File: src/rtl/pipe_pkg.sv
// Shared pipeline definitions: MDU states, stage ids, vectors.
// Used by the hazard controller and stage registers.
package pipe_pkg;

  typedef enum logic [1:0] {
    IDLE = 2'd0,
    MULT = 2'd1,
    DIV  = 2'd2
  } mdu_state_e;

  typedef enum logic [2:0] {
    STG_F = 3'd0,
    STG_D = 3'd1,
    STG_E = 3'd2,
    STG_M = 3'd3,
    STG_W = 3'd4
  } stage_e;

  localparam logic [1:0]  TUSE_NONE  = 2'd3;
  localparam logic [31:0] EXC_VECTOR = 32'h0000_4180;
  localparam logic [31:0] RESET_PC   = 32'h0000_3000;

  // Source register still waiting on a younger producer.
  function automatic logic hz_match(
    input logic [4:0] src,
    input logic [4:0] wa,
    input logic [1:0] tuse,
    input logic [1:0] tnew
  );
    return (src != 5'd0) && (src == wa) &&
           (tuse != TUSE_NONE) && (tuse < tnew);
  endfunction

endpackage

File: src/rtl/pipe_hazard_ctrl_if.sv
// Hazard controller bus: pipeline status in, stage controls out.
// master = pipeline side, slave = controller side.
interface pipe_hazard_ctrl_if #(
  parameter int CNT_W = 4
);
  logic [4:0]       d_rs;
  logic [4:0]       d_rt;
  logic [1:0]       d_tuse_rs;
  logic [1:0]       d_tuse_rt;
  logic             d_is_mdu;
  logic [4:0]       e_wa;
  logic [4:0]       m_wa;
  logic [1:0]       e_tnew;
  logic [1:0]       m_tnew;
  logic             e_mdu_start;
  logic             e_mdu_div;
  logic             exc_req;
  logic             f_en;
  logic             d_en;
  logic             e_en;
  logic             m_en;
  logic             e_clr;
  logic             req;
  logic             mdu_busy;
  logic [CNT_W-1:0] mdu_cnt;

  modport master (
    output d_rs, d_rt, d_tuse_rs, d_tuse_rt,
    output d_is_mdu, e_wa, m_wa, e_tnew, m_tnew,
    output e_mdu_start, e_mdu_div, exc_req,
    input  f_en, d_en, e_en, m_en, e_clr, req,
    input  mdu_busy, mdu_cnt
  );

  modport slave (
    input  d_rs, d_rt, d_tuse_rs, d_tuse_rt,
    input  d_is_mdu, e_wa, m_wa, e_tnew, m_tnew,
    input  e_mdu_start, e_mdu_div, exc_req,
    output f_en, d_en, e_en, m_en, e_clr, req,
    output mdu_busy, mdu_cnt
  );
endinterface

File: src/rtl/mdu_busy_fsm.sv
// MDU busy sequencer: IDLE/MULT/DIV with a countdown.
// Busy and count are registered; clr abandons any operation.
module mdu_busy_fsm
  import pipe_pkg::*;
#(
  parameter int MULT_CYC = 5,
  parameter int DIV_CYC  = 10,
  parameter int CNT_W    = 4
) (
  input  logic             clk,
  input  logic             clr,
  input  logic             start_i,
  input  logic             div_i,
  input  logic             exc_i,
  output logic             busy_o,
  output logic [CNT_W-1:0] cnt_o
);

  mdu_state_e       state_q;
  logic [CNT_W-1:0] cnt_q;
  logic             busy_q;

  // Start only from IDLE and only if the starter is not flushed.
  always_ff @(posedge clk or posedge clr) begin
    if (clr) begin
      state_q <= IDLE;
      cnt_q   <= '0;
      busy_q  <= 1'b0;
    end else begin
      unique case (state_q)
        IDLE: begin
          if (start_i && !exc_i) begin
            busy_q <= 1'b1;
            if (div_i) begin
              state_q <= DIV;
              cnt_q   <= CNT_W'(DIV_CYC);
            end else begin
              state_q <= MULT;
              cnt_q   <= CNT_W'(MULT_CYC);
            end
          end
        end
        MULT, DIV: begin
          if (cnt_q == CNT_W'(1)) begin
            state_q <= IDLE;
            cnt_q   <= '0;
            busy_q  <= 1'b0;
          end else begin
            cnt_q <= cnt_q - CNT_W'(1);
          end
        end
        default: begin
          state_q <= IDLE;
          cnt_q   <= '0;
          busy_q  <= 1'b0;
        end
      endcase
    end
  end

  assign busy_o = busy_q;
  assign cnt_o  = cnt_q;

endmodule

File: src/rtl/pipe_hazard_ctrl.sv
// Central stall/flush controller for the F/D/E/M/W pipeline.
// Optional stall counters: define HAZARD_STALL_CNT_EN.
module pipe_hazard_ctrl
  import pipe_pkg::*;
#(
  parameter int MULT_CYC = 5,
  parameter int DIV_CYC  = 10,
  parameter int CNT_W    = 4
) (
  input  logic                clk,
  input  logic                clr,
  pipe_hazard_ctrl_if.slave   bus
`ifdef HAZARD_STALL_CNT_EN
  ,
  output logic [31:0]         stall_cycles,
  output logic [31:0]         mdu_stall_cycles
`endif
);

  logic stall_rs;
  logic stall_rt;
  logic stall_mdu;
  logic stall;
  logic mdu_busy;

  mdu_busy_fsm #(
    .MULT_CYC (MULT_CYC),
    .DIV_CYC  (DIV_CYC),
    .CNT_W    (CNT_W)
  ) u_mdu (
    .clk     (clk),
    .clr     (clr),
    .start_i (bus.e_mdu_start),
    .div_i   (bus.e_mdu_div),
    .exc_i   (bus.exc_req),
    .busy_o  (mdu_busy),
    .cnt_o   (bus.mdu_cnt)
  );

  assign bus.mdu_busy = mdu_busy;

  // Tuse/Tnew checks against E and M producers.
  always_comb begin
    stall_rs =
      hz_match(bus.d_rs, bus.e_wa,
               bus.d_tuse_rs, bus.e_tnew) |
      hz_match(bus.d_rs, bus.m_wa,
               bus.d_tuse_rs, bus.m_tnew);
    stall_rt =
      hz_match(bus.d_rt, bus.e_wa,
               bus.d_tuse_rt, bus.e_tnew) |
      hz_match(bus.d_rt, bus.m_wa,
               bus.d_tuse_rt, bus.m_tnew);
    stall_mdu = bus.d_is_mdu &
                (mdu_busy | bus.e_mdu_start);
    stall = stall_rs | stall_rt | stall_mdu;
  end

  // Stage controls; an exception flush beats any stall.
  always_comb begin
    bus.f_en  = ~stall;
    bus.d_en  = ~stall;
    bus.e_en  = 1'b1;
    bus.m_en  = 1'b1;
    bus.e_clr = stall;
    bus.req   = 1'b0;
    if (bus.exc_req) begin
      bus.f_en  = 1'b1;
      bus.d_en  = 1'b1;
      bus.e_clr = 1'b0;
      bus.req   = 1'b1;
    end
  end

`ifdef HAZARD_STALL_CNT_EN
  logic [31:0] stall_cnt_q;
  logic [31:0] mdu_stall_cnt_q;

  // Count cycles actually lost to stalls (flush cycles excluded).
  always_ff @(posedge clk or posedge clr) begin
    if (clr) begin
      stall_cnt_q     <= '0;
      mdu_stall_cnt_q <= '0;
    end else begin
      if (stall && !bus.exc_req)
        stall_cnt_q <= stall_cnt_q + 32'd1;
      if (stall_mdu && !bus.exc_req)
        mdu_stall_cnt_q <= mdu_stall_cnt_q + 32'd1;
    end
  end

  assign stall_cycles     = stall_cnt_q;
  assign mdu_stall_cycles = mdu_stall_cnt_q;
`endif

endmodule

File: src/flat_wrapper.sv
// flat-port wrapper written by rule: the top's interface ports become plain ports
module pipe_hazard_ctrl_flat import pipe_pkg::*;
#(
  parameter int MULT_CYC = 5,
  parameter int DIV_CYC  = 10,
  parameter int CNT_W    = 4
)
  (clk, clr, bus_d_rs, bus_d_rt, bus_d_tuse_rs, bus_d_tuse_rt, bus_d_is_mdu, bus_e_wa, bus_m_wa, bus_e_tnew, bus_m_tnew, bus_e_mdu_start, bus_e_mdu_div, bus_exc_req, bus_f_en, bus_d_en, bus_e_en, bus_m_en, bus_e_clr, bus_req, bus_mdu_busy, bus_mdu_cnt);
  pipe_hazard_ctrl_if #(.CNT_W(CNT_W)) bus_i ();
  input  logic clk;
  input  logic clr;
  input wire logic [$bits(bus_i.d_rs)-1:0] bus_d_rs;
  input wire logic [$bits(bus_i.d_rt)-1:0] bus_d_rt;
  input wire logic [$bits(bus_i.d_tuse_rs)-1:0] bus_d_tuse_rs;
  input wire logic [$bits(bus_i.d_tuse_rt)-1:0] bus_d_tuse_rt;
  input wire logic [$bits(bus_i.d_is_mdu)-1:0] bus_d_is_mdu;
  input wire logic [$bits(bus_i.e_wa)-1:0] bus_e_wa;
  input wire logic [$bits(bus_i.m_wa)-1:0] bus_m_wa;
  input wire logic [$bits(bus_i.e_tnew)-1:0] bus_e_tnew;
  input wire logic [$bits(bus_i.m_tnew)-1:0] bus_m_tnew;
  input wire logic [$bits(bus_i.e_mdu_start)-1:0] bus_e_mdu_start;
  input wire logic [$bits(bus_i.e_mdu_div)-1:0] bus_e_mdu_div;
  input wire logic [$bits(bus_i.exc_req)-1:0] bus_exc_req;
  output wire logic [$bits(bus_i.f_en)-1:0] bus_f_en;
  output wire logic [$bits(bus_i.d_en)-1:0] bus_d_en;
  output wire logic [$bits(bus_i.e_en)-1:0] bus_e_en;
  output wire logic [$bits(bus_i.m_en)-1:0] bus_m_en;
  output wire logic [$bits(bus_i.e_clr)-1:0] bus_e_clr;
  output wire logic [$bits(bus_i.req)-1:0] bus_req;
  output wire logic [$bits(bus_i.mdu_busy)-1:0] bus_mdu_busy;
  output wire logic [$bits(bus_i.mdu_cnt)-1:0] bus_mdu_cnt;
  assign bus_i.d_rs = bus_d_rs;
  assign bus_i.d_rt = bus_d_rt;
  assign bus_i.d_tuse_rs = bus_d_tuse_rs;
  assign bus_i.d_tuse_rt = bus_d_tuse_rt;
  assign bus_i.d_is_mdu = bus_d_is_mdu;
  assign bus_i.e_wa = bus_e_wa;
  assign bus_i.m_wa = bus_m_wa;
  assign bus_i.e_tnew = bus_e_tnew;
  assign bus_i.m_tnew = bus_m_tnew;
  assign bus_i.e_mdu_start = bus_e_mdu_start;
  assign bus_i.e_mdu_div = bus_e_mdu_div;
  assign bus_i.exc_req = bus_exc_req;
  assign bus_f_en = bus_i.f_en;
  assign bus_d_en = bus_i.d_en;
  assign bus_e_en = bus_i.e_en;
  assign bus_m_en = bus_i.m_en;
  assign bus_e_clr = bus_i.e_clr;
  assign bus_req = bus_i.req;
  assign bus_mdu_busy = bus_i.mdu_busy;
  assign bus_mdu_cnt = bus_i.mdu_cnt;
  pipe_hazard_ctrl #(.MULT_CYC(MULT_CYC), .DIV_CYC(DIV_CYC), .CNT_W(CNT_W)) u_core (.clk(clk), .clr(clr), .bus(bus_i));
endmodule
File: config.mk
export PLATFORM = sky130hd
export DESIGN_NAME = pipe_hazard_ctrl_flat
export DESIGN_NICKNAME = d
export VERILOG_FILES = /design/src/rtl/pipe_pkg.sv /design/src/rtl/pipe_hazard_ctrl_if.sv /design/src/rtl/mdu_busy_fsm.sv /design/src/rtl/pipe_hazard_ctrl.sv /design/src/flat_wrapper.sv
export SDC_FILE = /design/constraint.sdc
export NUM_CORES = 1
export LEC_CHECK = 0
export ABC_CLOCK_PERIOD_IN_PS = 2300
export CAP_MARGIN = 20
export CORE_MARGIN = 2
export CORE_UTILIZATION = 39
export CTS_CLUSTER_SIZE = 40
export DETAILED_ROUTE_END_ITERATION = 16
export PLACE_DENSITY_LB_ADDON = 0.05
export SYNTH_ARGS = -nofsm -noshare
export SYNTH_HDL_FRONTEND = slang
export SYNTH_SLANG_ARGS = --single-unit
File: constraint.sdc
create_clock -name clk -period 2.3 [get_ports clk]
set_input_delay 0.575 -clock clk [delete_from_list [all_inputs] [get_ports clk]]
set_output_delay 0.575 -clock clk [all_outputs]
set_load 0.05 [all_outputs]
==> flow_summary.yaml, run 1 <==
synthesis:
  syn_avg_cell_area_um2: 8.16
  synth_seq_area_share_pct: 21.1
  ys_types: 29
  synth_area_um2: 832
  synth_seq_cells: 7
  postSynthCellCount: 102
  synth_warnings: 0
global_route:
  antenna_found_initial: 0
  gr-total-overflow: 0
  grt_max_degree: 9
  grt_pass1_wl_um: 4150
  track_usage_pct: 21.2
  grt_pass1_vias: 989
timing:
  max_clock_freq_ghz: 0.394
  slew_headroom_pct: 65.8
  worst_slack_ns: -0.237
  fin_setup_tns_ns: -0.495
  worst_pin_slew_ns: 0.511
  period_minus_slack_ns: 2.54
  hold_ws_ns: 0.523
  setup_violations: 3
  finalCritPeriodShare_pct: 110
  slew_violations: 0
  clock_skew_ns: 0.00616
  rsz0062_at_grt: "true"
  hold_viol: 0
power:
  intPower_mw: 0.630
  swShare_pct: 47.8
  p_sw_mw: 0.576
  power_mw: 1.21
  power_frac_comb_pct: 70.6
  powerDensity_nw_per_um2: 808
  p_leak_nw: 0.698
  seqPwrFrac_pct: 20.1
  ir_worst_vdd_v: 0.000870
  clockPowerShare_pct: 9.3
route:
  antenna_left: 0
  num_vias: 952
  wl_per_cell_um: 13.7
  drt_iter0_markers: 13
  drtPass1Iterations: 4
  drc: 0
  viasPerCell: 5.06
  wirelength_um: 2570
worst_setup_path:
  cp-end-kind: "primary output"
  crit_fanout: 2
  cp-start-kind: "input pin"
  cp.arrival_ns: 1.96
  crit_required_ns: 1.73
  worstSetupPathType: "in2out"
floorplan:
  die_w_um: 50.2
  rows: 16
  die_h_um: 50.2
  num_io_pins: 45
  core_area_um2: 1980
  start_util_pct: 42.0
  dieArea_um2: 2520
clocking:
  cts_tree: "done"
  cts_buffers: 3
  clock_path_buffers: 2
  clock_sinks: 7
  hold_buffers: 0
  clock_latency_ns: 0.25
  clk_pin_slew_worst_paths_ns: 0.05
  h-tree-depth: 1
  cts_root_buffer: "clkbuf_4"
outcome:
  violations: "negative setup slack"
  status: "finished, violations left"
layout:
  nets: 204
  diodes: 0
  final_layout_size_suffix_gt1_share_pct: 38.5
  layout_common_cells: "xor2_1, buf_4, clkdlybuf4s50_1"
  area.growth.synth_to_final_pct: 79.4
  fin_util_pct: 75.3
place:
  place_hpwl_um: 2000
  gp_congestion: 0.831
  numPortBuffers: 42
flow_run:
  maxCapViolations: 0
hold_path:
  hp-class: "reg2reg"
area by class of cell:
class / count / area (um2)
multi-input combinational: 80 / 706
clock buffer: 4 / 26.3
tap: 27 / 33.8
sequential: 7 / 175
inverter: 12 / 45.0
timing repair buffer: 58 / 507
fill: 138 / 489
metrics by stage:
| step | worst slack, ns | cells | area [um2] |
|---|---|---|---|
| final | -0.237 | 188 | 1490 |
| after global routing | -0.261 | 188 | 1490 |
| after CTS | -0.231 | 188 | 1450 |
| after detailed placement | -0.626 | 184 | 1420 |
| after global placement | -0.631 | 184 | 1420 |
| after floorplan | -0.294 | 103 | 851 |
power groups by stage:
| stage | Combinational, mW | Clock, mW | Sequential (mW) |
|---|---|---|---|
| after floorplan | 0.392 | 0 | 0.378 |
| after global placement | 0.818 | 0 | 0.241 |
| after detailed placement | 0.832 | 0 | 0.244 |
| after CTS | 0.834 | 0.115 | 0.242 |
| after global routing | 0.935 | 0.125 | 0.251 |
| final | 0.851 | 0.112 | 0.242 |
routing by layer:
layer | global-route usage [%] | part of all wire (%)
met3 | 5.65 | 6.6
met1 | 26.8 | 43
met5 | 0 | 0
met4 | 3.24 | 2.7
met2 | 36.6 | 48
cells in the mapped netlist:
library cell  number  area share, %
a31o_2             1            1.1
or4_1              2            1.8
and2_1             1           0.75
a21oi_1            7            4.2
o21ai_1            1           0.60
conb_1             1           0.45
or3_1              1           0.75
ha_1               8             12
a21o_1             1           0.90
a21boi_1           1           0.90
o211a_1            1            1.2
o31ai_1            3            2.7
nand4_1            2            1.5
nand2_1            3            1.4
a22o_1             1            1.1
o21ai_0            5            3.0
nand3_1            2            1.2
nor2_1             6            2.7
dfrtp_1            7             21
nor3_1             2            1.2
nor2b_1            1           0.75
a21boi_0           1           0.90
nor4_1             4            3.0
inv_1             12            5.4
o22a_1             1            1.1
mux2_2             2            2.7
xnor2_1            4            4.2
xor2_1            17             18
buf_4              4            3.6
critical path, stage by stage:
cell	delay (ns)
buf_6	0.09
or4_4	0.53
o21ai_2	0.14
a21oi_2	0.06
or3_1	0.39
buf_6	0.17
logic make-up (layout without fill, tap and decap cells):
logic type	Yosys count	count (layout)	synth area share, %
flip-flops	7	7	21.1
multiplexers	2	2	2.71
AO/OA/AOI/OAI	23	23	17.6
buffers and inverters	16	74	9.02
AND/OR/NAND/NOR	24	24	15.0
other	1	2	0.451
XOR/XNOR	21	21	22.1
adder cells (fa/ha/maj)	8	8	12.0
flip-flops by register name, indices dropped and copies added (netlist names):
name and count:
u_core.u_mdu.cnt_o 4, u_core.u_mdu.state_q 2, u_core.u_mdu.busy_o 1
path summary, 6_finish.rpt:
| path | start | to | slack [ns] | depth (start not counted) |
|---|---|---|---|---|
| worst max-delay path | bus_d_rt[0] | bus_e_clr | -0.24 | 6 |
| max in group asynchronous | clr | u_core.u_mdu.cnt_o[0]$_DFFE_PP0P_ | 1.54 | 2 |
| min in group asynchronous | clr | u_core.u_mdu.cnt_o[1]$_DFFE_PP0P_ | 0.54 | 2 |
| worst min register to register | u_core.u_mdu.cnt_o[1]$_DFFE_PP0P_ | u_core.u_mdu.cnt_o[1]$_DFFE_PP0P_ | 0.52 | 2 |
| worst max register to register | u_core.u_mdu.state_q[0]$_DFFE_PP0P_ | u_core.u_mdu.cnt_o[2]$_DFFE_PP0P_ | 0.68 | 6 |
| worst min-delay path | u_core.u_mdu.cnt_o[1]$_DFFE_PP0P_ | u_core.u_mdu.cnt_o[1]$_DFFE_PP0P_ | 0.52 | 2 |
what timing repair did:
action | 4_1_cts | 5_1_grt
setup endpoints to repair | 3 | 3
pin swaps | 16 | 17
gates resized for setup | 70 | 33
buffers inserted | 0 | 0
endpoints found under the hold margin | 0 | 0
Power figures use the tool's default switching activity.
==> run 2, diff against run 1 <==
--- a/config.mk
+++ b/config.mk
@@ -11,6 +11,7 @@
 export CORE_UTILIZATION = 39
 export CTS_CLUSTER_SIZE = 40
 export DETAILED_ROUTE_END_ITERATION = 16
+export MAX_ROUTING_LAYER = met4
 export PLACE_DENSITY_LB_ADDON = 0.05
 export SYNTH_ARGS = -nofsm -noshare
 export SYNTH_HDL_FRONTEND = slang
==> flow_summary.yaml, run 2 (synthesis gave the netlist of run 1 again) <==
outcome:
  status: "finished, violations left"
  violations: "negative setup slack"
route:
  antenna_left: 0
  drc: 0
  wirelength_um: 2490
  wl_per_cell_um: 13.2
  num_vias: 906
  drt_iter0_markers: 12
  drtPass1Iterations: 4
  viasPerCell: 4.79
place:
  place_hpwl_um: 1950
  gp_congestion: 0.846
  dpl.cell_count: 184
  dpl_worst_slack_ns: -0.626
  placed_cell_area_um2: 1420
  numPortBuffers: 42
worst_setup_path:
  max_stage_delay_ns: 0.35
  crit_required_ns: 1.73
  cp-end-kind: "primary output"
  critPathBufInv: 2
  cp.arrival_ns: 2.00
  cp-start-kind: "input pin"
  critPathTopFamily: "simple AND/OR/NAND/NOR gates"
  cp_slowest_cell: "nor4_2"
  worstSetupPathType: "in2out"
  path_cells: "clkdlybuf4s15_2 -> xor2_1 -> nor4_2 -> nand3_1 -> a21oi_2 -> or3_1 -> buf_6"
  crit_fanout: 2
global_route:
  gr-total-overflow: 0
  track_usage_pct: 22.5
  busiest_layer: "met2"
  use_met3_pct: 6.55
  grt_pass1_vias: 1003
  grt_pass1_wl_um: 4210
  grt_max_degree: 9
  grt_use_met2_pct: 35.3
  use_met1_pct: 28.3
  antenna_found_initial: 0
timing:
  fin_setup_tns_ns: -0.686
  period_minus_slack_ns: 2.58
  setup_violations: 3
  slew_headroom_pct: 66.8
  max_clock_freq_ghz: 0.388
  rsz0062_at_grt: "true"
  worst_pin_slew_ns: 0.496
  clock_skew_ns: 0.00426
  finalCritPeriodShare_pct: 112
  hold_viol: 0
  slew_violations: 0
  worst_slack_ns: -0.280
clocking:
  cts_root_buffer: "clkbuf_4"
  hold_buffers: 0
  clk_pin_slew_worst_paths_ns: 0.05
  clock_sinks: 7
  clock_latency_ns: 0.26
  cts_buffers: 3
  cts_tree: "done"
  clock_path_buffers: 2
  h-tree-depth: 1
layout:
  multi_input_area_um2: 671
  diodes: 0
  largest_register_ffs: 4
  layout_common_cells: "xor2_1, buf_4, clkdlybuf4s50_1"
  final-instance-count-excl-fill: 189
  seq_area_um2: 175
  final_layout_size_suffix_gt1_share_pct: 34.6
  area.growth.synth_to_final_pct: 79.7
  stdcell_area_um2: 1500
  fillers: 144
  nets: 205
floorplan:
  dieArea_um2: 2520
  die_h_um: 50.2
  num_io_pins: 45
  rows: 16
  core_area_um2: 1980
  die_w_um: 50.2
  start_util_pct: 42.0
flow_run:
  maxCapViolations: 0
power:
  power_mw: 1.19
  p_leak_nw: 0.705
  powerDensity_nw_per_um2: 799
  ir_worst_vdd_v: 0.000804
hold_path:
  hp-class: "reg2reg"
run 2: cell types whose count changed in the layout (fill, tap and decap cells not counted), sizes merged:
cell           change
dlygate4sd2        +4
clkbuf             -5
clkdlybuf4s15      +3
buf                -1
run 2: area by class of cell:
| type | instances | share of cell area (%) |
|---|---|---|
| flip-flops and latches | 7 | 11.7 |
| well taps | 27 | 2.26 |
| multi-input cells | 80 | 44.9 |
| clock buffers | 4 | 1.76 |
| repair buffers | 59 | 36.4 |
| inverters | 12 | 3.01 |
run 2: layer usage:
| metal | vias up | routed length (um) |
|---|---|---|
| met5 | - | 0 |
| met2 | 35 | 1170 |
| met1 | 395 | 1130 |
| met3 | 5 | 161 |
| met4 | 0 | 23 |
| li1 | 471 | - |
run 2: final timing paths:
check,startpoint,to,slack [ns],cells past startpoint
max,bus_e_wa[1],bus_e_clr,-0.28,7
min,u_core.u_mdu.cnt_o[1]$_DFFE_PP0P_,u_core.u_mdu.cnt_o[1]$_DFFE_PP0P_,0.52,2
max reg2reg,u_core.u_mdu.state_q[0]$_DFFE_PP0P_,u_core.u_mdu.cnt_o[2]$_DFFE_PP0P_,0.70,6
min reg2reg,u_core.u_mdu.cnt_o[1]$_DFFE_PP0P_,u_core.u_mdu.cnt_o[1]$_DFFE_PP0P_,0.52,2
max in group asynchronous,clr,u_core.u_mdu.cnt_o[2]$_DFFE_PP0P_,1.54,2
min in group asynchronous,clr,u_core.u_mdu.state_q[0]$_DFFE_PP0P_,0.55,2
run 2: worst reg2reg max path: stages, from the launching register on:
cell and delay, ns:
dfrtp_1 0.36, inv_1 0.05, ha_1 0.30, a21boi_0 0.14, buf_4 0.17, a31o_2 0.24, a22o_1 0.22
run 2: timing repair:
action                     CTS  global route
setup endpoints to repair    3             3
buffers inserted             0             1
pin swaps                   15            12
gates resized for setup     72            15
run 2: where the power goes:
group	switching, mW	leakage [nW]	total (mW)	internal (mW)
clock	0.0492	0.0150	0.116	0.0665
combinational	0.461	0.602	0.838	0.378
sequential	0.0567	0.0874	0.241	0.184
run 2: per-stage QoR:
step                hold slack [ns]  utilization, %
floorplan                     0.378               -
global placement              0.513            71.6
detailed placement            0.511            71.6
CTS                           0.523            72.9
global route                  0.558            75.4
finish                        0.518            75.4
==> run 3, diff against run 2 <==
--- a/config.mk
+++ b/config.mk
@@ -6,9 +6,9 @@
 export NUM_CORES = 1
 export LEC_CHECK = 0
 export ABC_CLOCK_PERIOD_IN_PS = 2300
-export CAP_MARGIN = 20
 export CORE_MARGIN = 2
 export CORE_UTILIZATION = 39
+export CTS_CLUSTER_DIAMETER = 60
 export CTS_CLUSTER_SIZE = 40
 export DETAILED_ROUTE_END_ITERATION = 16
 export MAX_ROUTING_LAYER = met4
==> results of run 3 <==
Same layout as run 2: the final DEF is identical, and so are final timing and power.
